==> src/rtl/rv0_core_pkg.sv <==
// rv0_core_pkg: shared constants for the rv0 pipeline-stage buffers.
//   RV0_INSN_NOP : canonical NOP (addi x0, x0, 0), shown by empty stages.
//   SBUF_DEPTH   : entries held by a skid-buffer sink.
//   SBUF_CNT_W   : occupancy counter width (must hold 0..SBUF_DEPTH).
//   SBUF_PTR_W   : read/write pointer width.
package rv0_core_pkg;

    localparam logic [31:0] RV0_INSN_NOP = 32'h0000_0013;

    localparam int unsigned SBUF_DEPTH = 2;
    localparam int unsigned SBUF_CNT_W = $clog2(SBUF_DEPTH + 1);
    localparam int unsigned SBUF_PTR_W = (SBUF_DEPTH > 1) ? $clog2(SBUF_DEPTH) : 1;

    // Advance a ring pointer, wrapping after the last entry.
    function automatic logic [SBUF_PTR_W-1:0] sbuf_ptr_inc(input logic [SBUF_PTR_W-1:0] ptr);
        if (ptr == SBUF_PTR_W'(SBUF_DEPTH - 1)) begin
            return '0;
        end
        return ptr + 1'b1;
    endfunction

endpackage

==> src/rtl/rv_sbuf_if.sv <==
// rv_sbuf_if: pipeline-stage transfer interface between two skid-buffered stages.
//   rdy                    : source has a valid entry on the payload lines.
//   ack                    : sink can accept an entry this cycle (transfer = rdy && ack).
//   addr, insn             : entry address and instruction word.
//   idata1/idata2          : integer operands (XLEN bits).
//   fdata1/fdata2          : float operands (FLEN bits).
// Modports: source drives rdy and payload; sink drives ack.
interface rv_sbuf_if #(
    parameter int unsigned XLEN = 32,
    parameter int unsigned FLEN = 32
);
    logic            rdy;
    logic            ack;
    logic [XLEN-1:0] addr;
    logic [31:0]     insn;
    logic [XLEN-1:0] idata1;
    logic [XLEN-1:0] idata2;
    logic [FLEN-1:0] fdata1;
    logic [FLEN-1:0] fdata2;

    modport source (
        output rdy, addr, insn, idata1, idata2, fdata1, fdata2,
        input  ack
    );

    modport sink (
        input  rdy, addr, insn, idata1, idata2, fdata1, fdata2,
        output ack
    );
endinterface

==> src/rtl/rv0_perf_cnt.sv <==
// rv0_perf_cnt: free-running event counter with enable; wraps from all-ones to zero.
//   clk_i : clock
//   rst_i : asynchronous active-high reset, clears the count
//   en_i  : count this cycle
//   cnt_o : current count
module rv0_perf_cnt #(
    parameter int unsigned Width = 32
) (
    input  logic             clk_i,
    input  logic             rst_i,
    input  logic             en_i,
    output logic [Width-1:0] cnt_o
);

    logic [Width-1:0] cnt_q;

    always_ff @(posedge clk_i or posedge rst_i) begin
        if (rst_i) begin
            cnt_q <= '0;
        end else if (en_i) begin
            cnt_q <= cnt_q + 1'b1;
        end
    end

    assign cnt_o = cnt_q;

endmodule

==> src/rtl/rv0_sbuf_sink.sv <==
// rv0_sbuf_sink: consumer end of an rv_sbuf_if link; 2-entry elastic buffer.
//   clk_i     : clock
//   rst_i     : asynchronous active-high reset
//   flush_i   : drop every buffered entry (wins over a same-cycle push/pop)
//   sbuf_if   : upstream link (sink modport); ack depends on the occupancy flop only
//   valid_o   : head entry valid toward the next stage
//   ready_i   : next stage takes the head entry
//   addr_o, insn_o, idata1_o, idata2_o, fdata1_o, fdata2_o : head entry fields
//                 (NOP / zero while empty)
// Optional build macro RV0_SBUF_SINK_PERF_EN adds:
//   stall_cnt_o  : cycles with upstream rdy held off by ack = 0
//   bubble_cnt_o : cycles with downstream ready but nothing valid
module rv0_sbuf_sink
    import rv0_core_pkg::*;
#(
    parameter int unsigned XLEN = 32,
    parameter int unsigned FLEN = 32
) (
    input  logic            clk_i,
    input  logic            rst_i,
    input  logic            flush_i,
    rv_sbuf_if.sink         sbuf_if,
    output logic            valid_o,
    input  logic            ready_i,
    output logic [XLEN-1:0] addr_o,
    output logic [31:0]     insn_o,
    output logic [XLEN-1:0] idata1_o,
    output logic [XLEN-1:0] idata2_o,
    output logic [FLEN-1:0] fdata1_o,
    output logic [FLEN-1:0] fdata2_o
`ifdef RV0_SBUF_SINK_PERF_EN
    ,
    output logic [31:0]     stall_cnt_o,
    output logic [31:0]     bubble_cnt_o
`endif
);

    localparam int unsigned PW = 32 + 3 * XLEN + 2 * FLEN;

    // Packed entry layout: {addr, insn, idata1, idata2, fdata1, fdata2}.
    localparam logic [PW-1:0] ENTRY_RST =
        {{XLEN{1'b0}}, RV0_INSN_NOP, {(2 * XLEN + 2 * FLEN){1'b0}}};

    logic [PW-1:0]         mem_q [SBUF_DEPTH];
    logic [SBUF_PTR_W-1:0] wptr_q;
    logic [SBUF_PTR_W-1:0] rptr_q;
    logic [SBUF_CNT_W-1:0] count_q;
    logic [SBUF_CNT_W-1:0] count_d;

    logic          ack;
    logic          push;
    logic          pop;
    logic [PW-1:0] wr_data;
    logic [PW-1:0] head;

    // ack comes straight from the occupancy flop, so upstream never sees a
    // combinational path from ready_i.
    assign ack         = (count_q != SBUF_CNT_W'(SBUF_DEPTH));
    assign sbuf_if.ack = ack;
    assign valid_o     = (count_q != '0);

    assign push = sbuf_if.rdy && ack;
    assign pop  = valid_o && ready_i;

    assign wr_data = {sbuf_if.addr, sbuf_if.insn, sbuf_if.idata1, sbuf_if.idata2,
                      sbuf_if.fdata1, sbuf_if.fdata2};

    always_comb begin
        count_d = count_q;
        case ({push, pop})
            2'b10:   count_d = count_q + 1'b1;
            2'b01:   count_d = count_q - 1'b1;
            default: count_d = count_q;
        endcase
    end

    always_ff @(posedge clk_i or posedge rst_i) begin
        if (rst_i) begin
            count_q <= '0;
            wptr_q  <= '0;
            rptr_q  <= '0;
            for (int unsigned i = 0; i < SBUF_DEPTH; i++) begin
                mem_q[i] <= ENTRY_RST;
            end
        end else if (flush_i) begin
            // Storage is left as is; only the bookkeeping is cleared.
            count_q <= '0;
            wptr_q  <= '0;
            rptr_q  <= '0;
        end else begin
            count_q <= count_d;
            if (push) begin
                mem_q[wptr_q] <= wr_data;
                wptr_q        <= sbuf_ptr_inc(wptr_q);
            end
            if (pop) begin
                rptr_q <= sbuf_ptr_inc(rptr_q);
            end
        end
    end

    // Stale storage is never exposed: an empty buffer presents a NOP.
    always_comb begin
        head = ENTRY_RST;
        if (count_q != '0) begin
            head = mem_q[rptr_q];
        end
    end

    assign {addr_o, insn_o, idata1_o, idata2_o, fdata1_o, fdata2_o} = head;

`ifdef RV0_SBUF_SINK_PERF_EN
    logic stall_evt;
    logic bubble_evt;

    assign stall_evt  = sbuf_if.rdy && !ack;
    assign bubble_evt = ready_i && !valid_o;

    rv0_perf_cnt #(
        .Width (32)
    ) u_stall_cnt (
        .clk_i (clk_i),
        .rst_i (rst_i),
        .en_i  (stall_evt),
        .cnt_o (stall_cnt_o)
    );

    rv0_perf_cnt #(
        .Width (32)
    ) u_bubble_cnt (
        .clk_i (clk_i),
        .rst_i (rst_i),
        .en_i  (bubble_evt),
        .cnt_o (bubble_cnt_o)
    );
`endif

endmodule

==> src/flat_wrapper.sv <==
// flat-port wrapper written by rule: the top's interface ports become plain ports
module rv0_sbuf_sink_flat import rv0_core_pkg::*;
#(
    parameter int unsigned XLEN = 32,
    parameter int unsigned FLEN = 32
)
  (clk_i, rst_i, flush_i, valid_o, ready_i, addr_o, insn_o, idata1_o, idata2_o, fdata1_o, fdata2_o, sbuf_if_rdy, sbuf_if_addr, sbuf_if_insn, sbuf_if_idata1, sbuf_if_idata2, sbuf_if_fdata1, sbuf_if_fdata2, sbuf_if_ack);
  rv_sbuf_if #(.XLEN(XLEN), .FLEN(FLEN)) sbuf_if_i ();
  input  logic clk_i;
  input  logic rst_i;
  input  logic flush_i;
  output logic valid_o;
  input  logic ready_i;
  output logic [XLEN-1:0] addr_o;
  output logic [31:0] insn_o;
  output logic [XLEN-1:0] idata1_o;
  output logic [XLEN-1:0] idata2_o;
  output logic [FLEN-1:0] fdata1_o;
  output logic [FLEN-1:0] fdata2_o;
  input wire logic [$bits(sbuf_if_i.rdy)-1:0] sbuf_if_rdy;
  input wire logic [$bits(sbuf_if_i.addr)-1:0] sbuf_if_addr;
  input wire logic [$bits(sbuf_if_i.insn)-1:0] sbuf_if_insn;
  input wire logic [$bits(sbuf_if_i.idata1)-1:0] sbuf_if_idata1;
  input wire logic [$bits(sbuf_if_i.idata2)-1:0] sbuf_if_idata2;
  input wire logic [$bits(sbuf_if_i.fdata1)-1:0] sbuf_if_fdata1;
  input wire logic [$bits(sbuf_if_i.fdata2)-1:0] sbuf_if_fdata2;
  output wire logic [$bits(sbuf_if_i.ack)-1:0] sbuf_if_ack;
  assign sbuf_if_i.rdy = sbuf_if_rdy;
  assign sbuf_if_i.addr = sbuf_if_addr;
  assign sbuf_if_i.insn = sbuf_if_insn;
  assign sbuf_if_i.idata1 = sbuf_if_idata1;
  assign sbuf_if_i.idata2 = sbuf_if_idata2;
  assign sbuf_if_i.fdata1 = sbuf_if_fdata1;
  assign sbuf_if_i.fdata2 = sbuf_if_fdata2;
  assign sbuf_if_ack = sbuf_if_i.ack;
  rv0_sbuf_sink #(.XLEN(XLEN), .FLEN(FLEN)) u_core (.clk_i(clk_i), .rst_i(rst_i), .flush_i(flush_i), .sbuf_if(sbuf_if_i), .valid_o(valid_o), .ready_i(ready_i), .addr_o(addr_o), .insn_o(insn_o), .idata1_o(idata1_o), .idata2_o(idata2_o), .fdata1_o(fdata1_o), .fdata2_o(fdata2_o));
endmodule
==> config.mk <==
export PLATFORM = sky130hd
export DESIGN_NAME = rv0_sbuf_sink_flat
export DESIGN_NICKNAME = d
export VERILOG_FILES = /design/src/rtl/rv0_core_pkg.sv /design/src/rtl/rv_sbuf_if.sv /design/src/rtl/rv0_perf_cnt.sv /design/src/rtl/rv0_sbuf_sink.sv /design/src/flat_wrapper.sv
export SDC_FILE = /design/constraint.sdc
export NUM_CORES = 1
export LEC_CHECK = 0
export ABC_AREA = 1
export CAP_MARGIN = 20
export CORE_MARGIN = 2
export CORE_UTILIZATION = 43
export DETAILED_ROUTE_END_ITERATION = 10
export PLACE_DENSITY = 0.71
export RECOVER_POWER = 50
export SLEW_MARGIN = 5
export SYNTH_ARGS = -nofsm -noshare
export SYNTH_HDL_FRONTEND = slang
export SYNTH_HIERARCHICAL = 1
export SYNTH_SLANG_ARGS = --single-unit
==> constraint.sdc <==
create_clock -name clk_i -period 19.04 [get_ports clk_i]
set_input_delay 5.712 -clock clk_i [delete_from_list [all_inputs] [get_ports clk_i]]
set_output_delay 5.712 -clock clk_i [all_outputs]
set_load 0.05 [all_outputs]
# Yosys cells after proc, flatten, opt, wreduce, memory -nomap -nowiden

Cells that the tools add are included.

Input port bits: 197
Output and inout port bits: 194
Register bits after elaboration: 388
Logic and storage cells: 49

Bitwise gates (word level): 3
Add/sub/neg operators: 4
Order comparisons: 3
Equality and inequality tests: 3
Muxes and demuxes: 23
Reduce and logical (&&, ||, !) cells: 8

Operators by type and width:

| kind                                                                  | number |
|---|---|
| 192-bit 2-to-1 mux                                                    | 5 |
| 384-bit bitwise mux                                                   | 1 |
| 192-bit demux with 1-bit select                                       | 1 |
| 1-bit 2-to-1 mux                                                      | 14 |
| 2-bit nonzero test                                                    | 3 |
| 2-bit >= comparator, second input constant                            | 2 |
| 1-bit inverter with 2-bit output                                      | 2 |
| 2-bit one-hot mux with 2 select lines                                 | 1 |
| 1-bit logical AND                                                     | 3 |
| 3-bit nonzero test                                                    | 1 |
| 1-bit adder, second input constant                                    | 2 |
| 2-bit by 1-bit adder with 2-bit output, second input constant         | 1 |
| 2-bit by 1-bit equality test with 1-bit output, second input constant | 1 |
| 2-bit equality test, second input constant                            | 1 |
| 2-bit by 1-bit < comparator with 1-bit output, second input constant  | 1 |
| 2-bit 2-to-1 mux                                                      | 1 |
| 2-bit != test, second input constant                                  | 1 |
| 2-bit AND reduction                                                   | 1 |
| 2-bit by 1-bit subtractor with 2-bit output, second input constant    | 1 |
| 1-bit inverter                                                        | 1 |

# Depth between registers and ports, before layout

Gate-level depths: netlist of run 1.

Word-level depth: 7
Mapped depth: 8
Depth with buffers taken out: 8

# Worst setup path after synthesis of run 1

No wires, ideal clock.

Path type: reg2out
Start point: register u_core.rptr_q
End point: output port idata1_o[0]
Data arrival time: 1.847 ns
Required time: 13.328 ns
Cell stages (with the launch flop): 6
Slack: 11.481 ns
Buffers on the path: 2
Path through: dfrtp_1 clkinv_1 clkbuf_1 clkbuf_1 nand2_1 a21oi_1

Cells in the longest elaborated chain, start to end: 5

Ends and longest elaborated chain:

| what                                                   | line                 | RTL |
|---|---|---|
| start, declared                                        | rv0_sbuf_sink.sv:46  | `logic [SBUF_PTR_W-1:0] rptr_q;` |
| start signal, assigned                                 | rv0_sbuf_sink.sv:97  | `rptr_q <= sbuf_ptr_inc(rptr_q);` |
| 1-bit inverter with 2-bit output (implied by the code) | rv0_sbuf_sink.sv:106 | `head = mem_q[rptr_q];` |
| 192-bit 2-to-1 mux (implied by the code) (3 in series) | rv0_sbuf_sink.sv:106 |  |
| 192-bit 2-to-1 mux                                     | rv0_sbuf_sink.sv:105 | `if (count_q != '0) begin` |
| end, declared                                          | flat_wrapper.sv:16   | `output logic [XLEN-1:0] idata1_o;` |

Every way passes these cells. The select of a mux whose other input is x is not followed.

# Worst setup path in the final report of run 1

Start point: input port sbuf_if_rdy
End point: register u_core/mem_q[248] (netlist name)

Cells in the longest elaborated chain, start to end: 2

Ends and longest elaborated chain:

| what                          | line                | RTL |
|---|---|---|
| start, declared               | flat_wrapper.sv:20  | `input wire logic [$bits(sbuf_if_i.rdy)-1:0] sbuf_if_rdy;` |
| 1-bit logical AND             | rv0_sbuf_sink.sv:62 | `assign push = sbuf_if.rdy && ack;` |
| 2-bit AND reduction (no line) | n/a                 |  |
| end signal, assigned by index | rv0_sbuf_sink.sv:93 | `mem_q[wptr_q] <= wr_data;` |
| end, declared                 | rv0_sbuf_sink.sv:44 | `logic [PW-1:0] mem_q [SBUF_DEPTH];` |

Every way passes these cells.
A chain may end at the register's enable or synchronous reset.

==> summary.md, run 1 <==
| Metric | Value |
|---|---|
| Status | `finished with violations` |
| Failing checks | `capacitance limit, slew limit` |
| Final Hold Vio Count | `0` |
| HPWL after DPL | `29000 um` |
| PwrDens | `141 nW/um^2` |
| RSZ-0062 raised after global routing | `no` |
| Postcts setup bufs | `0` |
| # setup viols final | `0` |
| Hold Crit Depth | `2` |
| Routed WL | `around 47000 um` |
| Port bufs | `390` |
| Max-Cap Viols | `5` |
| First-pass GRT wire length | `between 70000 and 80000 um` |
| Post-DR vias/cell | `between 5 and 6` |
| Syn Std Cell Area | `between 15000 and 20000 um^2` |
| Cts hold-fix bufs | `0` |
| Clk slew on worst S/H paths | `roughly 0.060 ns` |
| Deepest clock path buffer count | `3` |
| Hold Path End | `u_core/mem_q[128]` |
| Clk Latency, worst-skew pair | `between 0.5 and 0.6 ns` |
| Pins Over Slew Limit | `between 500 and 600` |
| Nets@finish | `2605` |
| Grt ovf | `0` |
| Die area | `41100 um^2` |
| Cts bufs inserted | `42` |
| Largest net degree at the start of global routing | `around 180` |
| Fin crit period | `12.04 ns` |
| Share of cells above drive strength 1 | `~3.6%` |
| Reg2Reg Setup Slack | `12.20 ns` |
| Cells after Synth | `about 2100` |
| Avg Cell Area, Syn | `slightly above 8 um^2` |
| Worst Setup Start Kind | `input pin` |
| Kind of critical path | `in -> reg` |
| Worst stage delay on the critical path | `between 3 and 4 ns` |
| H-tree depth reported by CTS | `2` |
| #FFs+latches synth | `388` |
| Row cnt | `72` |
| Max transition margin | `-301%` |
| Core Box Area | `between 30000 and 40000 um^2` |
| Root Buffer | `clkbuf_16` |
| Worst Tran Pin Value | `5.98 ns` |
| Average wire per standard cell | `16.0 um` |
| Synth cell types | `19` |
| Reg2reg start | `u_core/count_q[0]` |
| Post-CTS Resized | `0` |
| Hold_sp | `u_core/mem_q[128]` |
| Worst Path Required | `about 20 ns` |
| IO Pins | `just under 400` |
| Most frequent cells in the layout | `nand2_1, clkdlybuf4s50_1, dfrtp_1` |
| DP Area | `between 20000 and 25000 um^2` |
| VDD IR max | `0.0000799 V` |
| Hold Crit Class | `reg -> reg` |
| CTS sink cnt | `388` |
| Worst Reg-to-Reg Cells | `7` |
| Final worst-path cycle share | `between 60% and 70%` |
| DRT iter0 DRCs | `between 1000 and 1500` |
| Synth-to-Final Area Change | `32.4%` |
| Most common cell after layout, fill and taps aside | `nand2_1` |
| Clock Skews | `0.00696 ns` |
| Crit path cell chain | `dlygate4sd3_1 > inv_1 > a21oi_1 > nand2_1 > buf_4 > buf_4 > nand2_1 > o21ai_1` |
| Chip width | `approximately 200 um` |
| Mapped Nets | `between 2000 and 2500` |
| Leakage power | `between 10 and 15 nW` |
| Crit-path leading delay family | `simple AND/OR/NAND/NOR gates` |
| Final instance area | `22500 um^2` |
| Worst R2R End | `u_core/mem_q[248]` |
| Cell at the slowest stage of the critical path | `nand2_1` |
| Die Ht | `about 200 um` |
| Post-route DRC | `0` |
| Synth warn | `6` |
| Global-route usage over all layers | `between 20% and 30%` |
| TritonCTS clock tree | `done` |
| Top achievable clock speed | `slightly above 0.08 GHz` |
| Sequential share of the synthesized area | `a little under three fifths` |
| Gpl congestion | `around 0.84` |
| Vias | `~15000` |
| Drt first pass iters | `7` |
| Worst setup EP type | `flop` |
| Antenna violations before repair | `2` |
| Setup TNS | `0 ns` |
| Setup crit start | `sbuf_if_rdy` |
| Worst EP arrival | `around 13 ns` |
| Antenna Nets Post-Route | `0` |
| Starting Density | `43.7%` |
| Vias in the first global route | `~15000` |
| CP max FO | `178` |
| Worst path bufs/invs | `4` |
==> worst max-delay path by stage <==
stage | slack (ns) | depth (start not counted) | endpoint
6_report | 7.00 | 8 | u_core/mem_q[248]
5_1_grt | 6.15 | 7 | u_core/mem_q[340]
4_1_cts | 9.12 | 5 | idata2_o[28]
3_5_place_dp | 9.69 | 7 | u_core/mem_q[334]
3_3_place_gp | 9.74 | 5 | fdata1_o[23]
2_1_floorplan | 2.55 | 1 | u_core/count_q[0]
==> logic make-up (layout without fill, tap and decap cells) <==
logic type	Yosys count	count (layout)	share of synthesized area (%)
DFF	388	388	57.2
other	0	1	0
AOI/OAI and AO/OA	577	577	17.1
buffers and inverters	346	680	8.00
and+or+nand+nor	795	795	17.7
==> cell type report <==
cell class                 instances  area (um^2)
timing repair buffer             405         4030
fill                            3433        16300
multi-input combinational       1372         5890
clock buffer                      67         1330
sequential                       388         9720
inverter                         199          753
clock inverter                     9         97.6
tap                              518          648
antenna                            1         2.50
==> cells in the mapped netlist (all sizes together) <==
cell,count,area share (%)
nand2,782,17
o21ai,386,11
dfrtp,382,56
inv,198,4.4
a21oi,191,5.7
clkbuf,79,1.7
buf,68,1.9
nand3,8,0.27
dfstp,6,0.93
nor2,3,0.081
nand4,2,0.074
clkinv,1,0.022
==> worst reg2reg max path: cells and delay by family, from the launching register on <==
kind / cells / cell delay, ns
buffers and inverters: 3 / 2.26
and+or+nand+nor: 2 / 3.81
AOI/OAI and AO/OA: 2 / 0.25
DFF: 1 / 0.44
==> state kept, by name, indices dropped and copies added, names as in the netlist <==
signal	cells
u_core/count_q	2
u_core/wptr_q	1
u_core/rptr_q	1
u_core/mem_q	384
==> metal layers <==
layer | part of all wire (%) | GRT usage [%]
met4 | 2.7 | 7.98
met3 | 8.1 | 5.81
met2 | 45 | 34.2
met1 | 44 | 32.1
met5 | 0.030 | 0
==> power by group <==
group	total, mW	leakage (nW)	internal [mW]	switching, mW
Clock	0.827	0.705	0.504	0.323
Sequential	1.25	4.83	1.10	0.152
Combinational	1.09	5.00	0.367	0.721
Total	3.17	10.5	1.97	1.20
==> per-stage QoR <==
stage	util [%]	hold WS (ns)	cells	power [mW]	worst slack, ns
after floorplan	-	0.453	2106	2.00	2.55
final	57.9	0.472	2959	3.17	7.00
after global routing	57.9	0.500	2959	3.36	6.15
after CTS	58.0	0.475	2956	3.21	9.12
after detailed placement	54.3	0.466	2880	2.36	9.69
after global placement	54.3	0.464	2880	2.33	9.74
Power figures use the tool's default switching activity.
==> run 2: changes to the inputs <==
PLACE_DENSITY = 0.74   (was 0.71)
clock period = 10.55 ns   (was 19.04 ns; I/O delays follow)
==> run 2 against run 1 <==
Net effect:
- the run still ends with capacitance limit, slew limit left
- clock skew rose by 0.011 ns
- sequential share of layout area fell by 0.16 points
- sequential cell count did not move
- setup slack got worse by 3.5 ns
- cell count barely moved
- first-iteration DRC count fell by 5.1%
- power rose by 80%
- register-to-register slack got worse by 6.0 ns
- non-clock buffer count rose by 1
==> summary.md, run 2 (synthesized netlist as in run 1, its figures left out) <==
| Metric | Value |
|---|---|
| CP max FO | `212 (+19%)` |
| Worst path bufs/invs | `3 (-1)` |
| Crit-path leading delay family | `simple AND/OR/NAND/NOR gates` |
| Average wire per standard cell | `16.3 um (+2.1%)` |
| Row cnt | `72 (unchanged)` |
| Deepest clock path buffer count | `3 (unchanged)` |
| Worst Tran Pin Value | `2.34 ns (-3.64 ns)` |
| Worst Path Required | `10.95 ns (-8.55 ns)` |
| Starting Density | `43.7% (unchanged)` |
| Most common cell after layout, fill and taps aside | `nand2_1` |
| Status | `finished with violations` |
| Worst stage delay on the critical path | `1.70 ns (-1.87 ns)` |
| PwrDens | `253 nW/um^2 (+80%)` |
| Max transition margin | `-56.1% (+240 points)` |
| Final Hold Vio Count | `0 (unchanged)` |
| Die area | `41100 um^2 (unchanged)` |
| Pins Over Slew Limit | `101 (-81%)` |
| Vias | `15244 (+1.5%)` |
| Global-route usage over all layers | `23.3% (+0.49 points)` |
| Antenna Nets Post-Route | `0 (unchanged)` |
| Worst setup EP type | `flop` |
| Grt ovf | `0 (unchanged)` |
| Post-DR vias/cell | `5.15 (+1.5%)` |
| # setup viols final | `0 (unchanged)` |
| Setup TNS | `0 ns (unchanged)` |
| Leakage power | `10.6 nW (+0.27%)` |
| Final worst-path cycle share | `about two thirds` |
| Chip width | `203 um (unchanged)` |
| Core Box Area | `38800 um^2 (unchanged)` |
| Clock Skews | `0.0183 ns (+0.0114 ns)` |
| Synth-to-Final Area Change | `32.8%` |
| RSZ-0062 raised after global routing | `no` |
| Top achievable clock speed | `approximately 0.14 GHz` |
| VDD IR max | `0.000168 V (+110%)` |
| Fin crit period | `7.04 ns` |
| Nets@finish | `2608 (+0.12%)` |
| Largest net degree at the start of global routing | `213 (+19%)` |
| DRT iter0 DRCs | `1206 (-5.1%)` |
| H-tree depth reported by CTS | `2 (unchanged)` |
| CTS sink cnt | `388 (unchanged)` |
| Routed WL | `48300 um (+2.1%)` |
| Worst Setup Start Kind | `input pin` |
| Root Buffer | `clkbuf_16` |
| Hold Crit Class | `reg -> reg` |
| # fillers | `3401 (-0.93%)` |
| Cts hold-fix bufs | `0 (unchanged)` |
| Vias in the first global route | `14576 (-0.041%)` |
| Port bufs | `390 (unchanged)` |
| Post-CTS Resized | `0 (unchanged)` |
| Cts bufs inserted | `44 (+4.8%)` |
| Cell at the slowest stage of the critical path | `nand3_1` |
| Crit path cell chain | `dlygate4sd3_1 > inv_1 > a21oi_1 > nand3_1 > buf_12 > nand2_1 > o21ai_1` |
| Max-Cap Viols | `2 (-3)` |
| HPWL after DPL | `30300 um (+4.6%)` |
| Share of cells above drive strength 1 | `3.89% (+0.29 points)` |
| Register bank with the most flops | `u_core/mem_q` |
| First-pass GRT wire length | `77300 um (+1.5%)` |
| Number of flip-flops in the largest register | `384 (unchanged)` |
| Kind of critical path | `in -> reg` |
| Antenna violations before repair | `7 (+5)` |
| IO Pins | `391 (unchanged)` |
| Die Ht | `203 um (unchanged)` |
| Fin Hold WS | `0.474 ns (+0.00215 ns)` |
| Power, Total | `5.72 mW (+80%)` |
| DP Area | `21100 um^2 (about the same)` |
| Postcts setup bufs | `0 (unchanged)` |
| Worst EP arrival | `7.44 ns (-5.06 ns)` |
| Most frequent cells in the layout | `nand2_1, clkdlybuf4s50_1, dfrtp_1` |
| Final instance area | `22600 um^2 (+0.36%)` |
| TritonCTS clock tree | `done` |
| Clk slew on worst S/H paths | `0.05 ns (about the same)` |
| Post-route DRC | `0 (unchanged)` |
| Clk Latency, worst-skew pair | `0.57 ns (+0.02 ns)` |
| Failing checks | `capacitance limit, slew limit` |
| Largest regs | `u_core/mem_q x384, u_core/count_q x2` |
| Gpl congestion | `0.849 (+1.3%)` |
| Drt first pass iters | `7 (unchanged)` |
[run 2: path summary, 6_finish.rpt]
check | start | end | slack, ns | cells past startpoint
setup / recovery | sbuf_if_rdy | u_core/mem_q[134] | 3.51 | 7
hold / removal | u_core/mem_q[129] | u_core/mem_q[129] | 0.47 | 2
setup reg to reg | u_core/count_q[0] | u_core/mem_q[134] | 6.21 | 6
hold reg to reg | u_core/mem_q[129] | u_core/mem_q[129] | 0.47 | 2
max in group asynchronous | rst_i | u_core/rptr_q | 4.50 | 4
min in group asynchronous | rst_i | u_core/mem_q[315] | 3.00 | 2
[run 2: tightest hold or removal path, stage by stage (launching register included)]
cell     delay (ns)
dfstp_2        0.36
nand2_1        0.05
o21ai_1        0.05
[run 2: final cells by class]
cell class | count | area [um^2] | share of cell area, %
Clock inverter | 15 | 129 | 0.571
Antenna cell | 1 | 2.50 | 0.0111
Sequential cell | 388 | 9720 | 43.1
Tap cell | 518 | 648 | 2.87
Inverter | 199 | 753 | 3.34
Multi-Input combinational cell | 1372 | 5910 | 26.2
Timing Repair Buffer | 406 | 4130 | 18.3
Clock buffer | 61 | 1270 | 5.61
[run 2: report_power, final]
| group | internal [mW] | switching (mW) | total, mW |
|---|---|---|---|
| sequential | 1.98 | 0.281 | 2.27 |
| combinational | 0.671 | 1.31 | 1.98 |
| clock | 0.864 | 0.612 | 1.48 |
[run 2: layer usage]
| layer | wire [um] | global-route usage, % | part of all wire (%) |
|---|---|---|---|
| met5 | 49 | 0 | 0.10 |
| met4 | 1390 | 8.06 | 2.9 |
| met3 | 4760 | 6.85 | 9.9 |
| met2 | 22100 | 35.5 | 46 |
| met1 | 19900 | 31.8 | 41 |
[run 2: per-stage QoR]
| step | setup WS [ns] | util, % | cells |
|---|---|---|---|
| 5_1_grt | 3.19 | 58.1 | 2959 |
| 3_5_place_dp | 3.99 | 54.3 | 2878 |
| 6_report | 3.51 | 58.1 | 2960 |
| 2_1_floorplan | 2.17 | - | 2106 |
| 3_3_place_gp | 4.11 | 54.3 | 2878 |
| 4_1_cts | 3.38 | 57.9 | 2954 |
